--- config.mk ---
export PLATFORM = sky130hd
export DESIGN_NAME = tm1638_key_reader
export DESIGN_NICKNAME = d
export VERILOG_FILES = /design/src/rtl/tm1638_key_reader.sv
export SDC_FILE = /design/constraint.sdc
export NUM_CORES = 1
export LEC_CHECK = 0
export ABC_AREA = 0
export CELL_PAD_IN_SITES_DETAIL_PLACEMENT = 1
export CELL_PAD_IN_SITES_GLOBAL_PLACEMENT = 1
export CORE_UTILIZATION = 54
export CTS_BUF_LIST = sky130_fd_sc_hd__clkbuf_8
export DETAILED_ROUTE_END_ITERATION = 6
export DONT_BUFFER_PORTS = 1
export PLACE_DENSITY = 0.84
export SYNTH_ARGS = -nofsm -noshare
export SYNTH_HDL_FRONTEND = slang
export SYNTH_SLANG_ARGS = --single-unit
--- constraint.sdc ---
create_clock -name clk_50M -period 3.15 [get_ports clk_50M]
set_input_delay 0.315 -clock clk_50M [delete_from_list [all_inputs] [get_ports clk_50M]]
set_output_delay 0.315 -clock clk_50M [all_outputs]
set_load 0.1 [all_outputs]
--- src/rtl/tm1638_key_reader.sv ---
// tm1638_key_reader: issues one TM1638 key-scan read (command 0x42, then
// 32 data bits clocked back over the shared DIO line) and presents the four
// received bytes plus the eight decoded button states.
//
// Ports
//   clk_50M  in   system clock, rising edge
//   rst_n    in   asynchronous active-low reset
//   start    in   request a key-scan read (sampled only in IDLE)
//   busy     out  transaction in progress
//   done     out  one-cycle completion pulse
//   raw      out  received bytes, byte k in raw[8k+7:8k]
//   keys     out  decoded buttons, 1 = pressed
//   tm_clk   out  TM1638 serial clock
//   tm_stb   out  TM1638 strobe, active low
//   dio_out  out  value driven onto DIO
//   dio_oe   out  DIO drive enable (0 = released for the TM1638 to drive)
//   dio_in   in   DIO readback (not synchronised here)
module tm1638_key_reader #(
  parameter int CLK_DIV  = 25,
  parameter int WAIT_CYC = 100
) (
  input  logic        clk_50M,
  input  logic        rst_n,
  input  logic        start,
  output logic        busy,
  output logic        done,
  output logic [31:0] raw,
  output logic [7:0]  keys,
  output logic        tm_clk,
  output logic        tm_stb,
  output logic        dio_out,
  output logic        dio_oe,
  input  logic        dio_in
);

  typedef enum logic [2:0] {
    S_IDLE, S_SETUP, S_CMD, S_WAIT, S_READ, S_HOLD, S_DONE
  } state_t;

  localparam logic [7:0] CMD_READ  = 8'h42;
  localparam logic [9:0] HALF_LAST = 10'(CLK_DIV - 1);
  localparam logic [9:0] WAIT_LAST = 10'(WAIT_CYC - 1);

  state_t      r_state, w_state;
  logic [9:0]  r_cnt, w_cnt;
  logic [4:0]  r_bit, w_bit;
  logic [31:0] r_sh, w_sh;
  logic        r_busy, w_busy;
  logic        r_done, w_done;
  logic [31:0] r_raw, w_raw;
  logic [7:0]  r_keys, w_keys;
  logic        r_tm_clk, w_tm_clk;
  logic        r_tm_stb, w_tm_stb;
  logic        r_dio_out, w_dio_out;
  logic        r_dio_oe, w_dio_oe;
  logic [7:0]  w_dec;
  logic        w_half_end;

  assign busy    = r_busy;
  assign done    = r_done;
  assign raw     = r_raw;
  assign keys    = r_keys;
  assign tm_clk  = r_tm_clk;
  assign tm_stb  = r_tm_stb;
  assign dio_out = r_dio_out;
  assign dio_oe  = r_dio_oe;

  assign w_half_end = (r_cnt == HALF_LAST);

  // Button i (0..3) is bit 0 of byte i; button i+4 is bit 4 of byte i.
  always_comb begin
    w_dec = '0;
    for (int unsigned i = 0; i < 4; i++) begin
      w_dec[i]     = r_sh[8*i];
      w_dec[i + 4] = r_sh[8*i + 4];
    end
  end

  // Every output is computed here one cycle ahead and registered below, so the
  // pins change on the same edge as the state they belong to.
  always_comb begin
    w_state   = r_state;
    w_cnt     = r_cnt + 10'd1;
    w_bit     = r_bit;
    w_sh      = r_sh;
    w_busy    = r_busy;
    w_done    = 1'b0;
    w_raw     = r_raw;
    w_keys    = r_keys;
    w_tm_clk  = r_tm_clk;
    w_tm_stb  = r_tm_stb;
    w_dio_out = r_dio_out;
    w_dio_oe  = r_dio_oe;
    case (r_state)
      S_IDLE: begin
        w_cnt = '0;
        if (start) begin
          w_state   = S_SETUP;
          w_tm_stb  = 1'b0;
          w_tm_clk  = 1'b1;
          w_dio_oe  = 1'b1;
          w_dio_out = 1'b1;
          w_busy    = 1'b1;
        end
      end
      S_SETUP: begin
        if (w_half_end) begin
          w_state   = S_CMD;
          w_cnt     = '0;
          w_bit     = '0;
          w_tm_clk  = 1'b0;
          w_dio_out = CMD_READ[0];
        end
      end
      S_CMD: begin
        if (w_half_end) begin
          w_cnt = '0;
          if (!r_tm_clk) begin
            w_tm_clk = 1'b1;
          end else if (r_bit == 5'd7) begin
            // Release DIO while tm_clk stays high; the TM1638 owns it next.
            w_state   = S_WAIT;
            w_dio_oe  = 1'b0;
            w_dio_out = 1'b1;
          end else begin
            w_bit     = r_bit + 5'd1;
            w_tm_clk  = 1'b0;
            w_dio_out = CMD_READ[r_bit[2:0] + 3'd1];
          end
        end
      end
      S_WAIT: begin
        if (r_cnt == WAIT_LAST) begin
          w_state  = S_READ;
          w_cnt    = '0;
          w_bit    = '0;
          w_tm_clk = 1'b0;
        end
      end
      S_READ: begin
        if (w_half_end) begin
          w_cnt = '0;
          if (!r_tm_clk) begin
            // Sample on the edge that raises tm_clk; shift right so the
            // first bit ends up in bit 0.
            w_tm_clk = 1'b1;
            w_sh     = {dio_in, r_sh[31:1]};
          end else if (r_bit == 5'd31) begin
            w_state  = S_HOLD;
            w_tm_stb = 1'b1;
          end else begin
            w_bit    = r_bit + 5'd1;
            w_tm_clk = 1'b0;
          end
        end
      end
      S_HOLD: begin
        if (w_half_end) begin
          w_state = S_DONE;
          w_cnt   = '0;
          w_done  = 1'b1;
          w_busy  = 1'b0;
          w_raw   = r_sh;
          w_keys  = w_dec;
        end
      end
      S_DONE: begin
        w_state = S_IDLE;
        w_cnt   = '0;
      end
      default: begin
        w_state = S_IDLE;
        w_cnt   = '0;
      end
    endcase
  end

  always_ff @(posedge clk_50M or negedge rst_n) begin
    if (!rst_n) begin
      r_state   <= S_IDLE;
      r_cnt     <= '0;
      r_bit     <= '0;
      r_sh      <= '0;
      r_busy    <= 1'b0;
      r_done    <= 1'b0;
      r_raw     <= '0;
      r_keys    <= '0;
      r_tm_clk  <= 1'b1;
      r_tm_stb  <= 1'b1;
      r_dio_out <= 1'b1;
      r_dio_oe  <= 1'b0;
    end else begin
      r_state   <= w_state;
      r_cnt     <= w_cnt;
      r_bit     <= w_bit;
      r_sh      <= w_sh;
      r_busy    <= w_busy;
      r_done    <= w_done;
      r_raw     <= w_raw;
      r_keys    <= w_keys;
      r_tm_clk  <= w_tm_clk;
      r_tm_stb  <= w_tm_stb;
      r_dio_out <= w_dio_out;
      r_dio_oe  <= w_dio_oe;
    end
  end

endmodule

==> flow_metrics.tcl <==
set metrics [dict create \
    fin_crit_sh_pct 78.4 \
    gp_congestion 0.835 \
    vias_per_cell 5.79 \
    path_class "reg2reg" \
    cts.clk_slew.worst_paths_ns 0.09 \
    grt_pass1_wl_mm 13.0 \
    post_synth_mux_area_share_pct 21.5 \
    drt_iter0_drc 112 \
    tns_ns 0 \
    wl_per_cell_um 19.8 \
    r2r_slack_ns 0.68 \
    synth_ff_type "dfrtp_1" \
    die_x_um 89.3 \
    p_seq_share_pct 51.9 \
    htreeDepth 3 \
    cp.arrival_ns 2.72 \
    p_per_area_nw_per_um2 566 \
    crit_fanout 32 \
    cts_buffers 9 \
    synth_fp_nets 316 \
    yosys_warnings 0 \
    clk-insertion-delay-late_ns 0.36 \
    finClkSkew_ns 0.00980 \
    required_ns 3.40 \
    internal_power_uw 1740 \
    final_util_pct 59.8 \
    grt_pass1_vias 2468 \
    cap_viol_max_count 0 \
    drive_above_1_share_pct 34.2 \
    rows 31 \
    antenna_found_initial 0 \
    synthDistinctLibCells 55 \
    tightest_slew_ns 0.969 \
    dp_hpwl_mm 5.21 \
    power_leakage_uw 0.00216 \
    rsz0062_at_grt "false" \
    synth-simple-area-share_pct 9.31 \
    finalSetupViolCount 0 \
    drc_errors 0 \
    p_sw_uw 724 \
    vias 2333 \
    irDropWorstVdd_uv 359 \
    syn_area_sq_um 4110 \
    routed_wl_mm 7.97 \
    hold_viol_final 0 \
    synth_top_family_by_area "multiplexers" \
    ys_seq_area_share_pct 53.6 \
    grt_usage_pct 22.2 \
    nFillCells 728 \
    antenna_cells 0 \
    netSwitchingFraction_pct 29.3 \
    async_flop_share_pct 100 \
    io_buffers 0 \
    io_pins 50 \
    synth_edf_count 0 \
    cts.path.max_buffers 2 \
    ys_ff_latch 88 \
    post_cts_buffers 0 \
    most-common-layout-cells "77 x dfrtp_1, 36 x mux2_2, 30 x mux2_4" \
    multi_input_area_sq_um 1680 \
    synth_compound_area_share_pct 5.69 \
    fp.dieH_um 89.3 \
    timing.fmax_mhz 405 \
    grt.overflow.total 0 \
    ant_nets 0 \
    grt_start_max_net_pins 89 \
    nets 310 \
    worstSetupStartpointType "flop" \
    layout.area.seq_sq_um 2220 \
    hold_class "in2reg" \
    clock-sinks 88 \
    cts_tree "done" \
    p_comb_share_pct 12.4 \
    clock-root-buffer "clkbuf_8" \
    clock_power_share_pct 35.7 \
    synth_fa_ha_area_share_pct 2.13 \
    first_pass_iters 4 \
    coreArea_sq_um 7290 \
    status "finished clean" \
    area_delta_synth_final_pct 5.93 \
    die-area_sq_um 7970 \
    worst_setup_path_end_kind "flop" \
    syn-instance-count 305 \
    final_common_cell "dfrtp_1" \
    initial_core_util_pct 56.4 \
    period_needed_ns 2.47 \
    synth_xor_area_share_pct 2.13 \
    slew_headroom_pct 35.4 \
    slew_viol_final 0 \
    syn_avg_cell_area_sq_um 13.5 \
]
power groups by stage:
stage          clock, uW  sequential [uW]  combinational, uW
2_1_floorplan          0             1310                192
3_3_place_gp           0             1300                271
3_5_place_dp           0             1300                281
4_1_cts              901             1280                310
5_1_grt              942             1290                342
6_report             880             1280                307
path summary, 6_finish.rpt:
| check | start | endpoint | cells past startpoint |
|---|---|---|---|
| setup / recovery | r_cnt[2] | r_sh[30] | 4 |
| hold / removal | dio_in | r_sh[31] | 1 |
| setup reg to reg | r_cnt[2] | r_sh[30] | 4 |
| hold reg to reg | r_sh[0] | r_sh[0] | 1 |
| max in group asynchronous | rst_n | tm_stb | 2 |
| min in group asynchronous | rst_n | raw[3] | 2 |
cell families (layout without fill, tap and decap cells):
logic type / after synthesis / after routing
DFF: 88 / 88
xor gates and xnor gates: 10 / 10
AOI/OAI and AO/OA: 33 / 33
buffers and inverters: 35 / 34
adders and majority gates: 7 / 7
and+or+nand+nor: 63 / 63
muxes: 69 / 69
per-stage QoR:
step	worst slack (ns)	hold slack [ns]	area, sq um	total power, uW	cells
CTS	0.696	0.0796	4360	2490	403
detailed placement	0.713	0.0217	4090	1580	385
floorplan	0.926	0.0194	4110	1510	305
global placement	0.778	0.0216	4090	1570	385
global route	0.541	0.0768	4360	2570	403
finish	0.680	0.0911	4360	2470	403
state kept, by name, summed over array words and instances, names as in the netlist:
signal,count
r_sh,32
raw,32
r_cnt,10
r_bit,5
r_state,3
busy,1
dio_oe,1
dio_out,1
done,1
tm_clk,1
tm_stb,1
final cells by class:
cell class / instances / share of cell area, %
clock buffer: 10 / 3.16
multi-input combinational: 182 / 38.5
tap: 99 / 2.84
clock inverter: 6 / 2.07
sequential: 88 / 50.8
timing repair buffer: 6 / 1.55
inverter: 12 / 1.03
cell usage after synthesis, types with 2 or more instances:
master	count	area share, %
a211oi_1	2	0.36
nor3b_1	2	0.36
nor4_1	2	0.30
clkbuf_1	5	0.46
a21oi_1	8	0.97
nor2_1	14	1.3
mux2i_1	3	0.73
xnor2_1	4	0.85
a31oi_1	2	0.30
dfrtp_1	85	52
inv_1	12	1.1
mux2_4	30	11
o22a_1	2	0.43
ha_1	7	2.1
o21ai_0	2	0.24
buf_12	3	1.5
nor3_1	6	0.73
buf_1	2	0.18
nand4bb_1	2	0.55
mux2_2	36	9.9
o22ai_1	3	0.46
o2bb2ai_1	2	0.43
nand3_1	7	0.85
xor2_1	6	1.3
and4_1	2	0.43
nand2_1	9	0.82
dfstp_2	3	1.9
and3_1	4	0.61
buf_4	11	2.0
nor2b_1	2	0.30
nand2b_1	3	0.46
metal layers:
metal	track usage, %	up-vias	part of all wire (%)
met5	0	-	0
met4	11.0	0	2.5
met3	5.45	18	4.0
met2	35.5	49	50
met1	28.3	1203	43
li1	-	1063	-
repair_timing:
item | CTS | global route
gates resized for setup | 0 | 0
endpoints found under the hold margin | 88 | 0
hold buffers | 2 | 0
critical path, cell delays in order, from the launching register on:
cell,delay [ns]
dfrtp_1,0.48
nor4_4,0.44
nand3_4,0.20
or4_4,0.82
mux2_4,0.40
No activity file was read; power rests on OpenSTA's default activity.
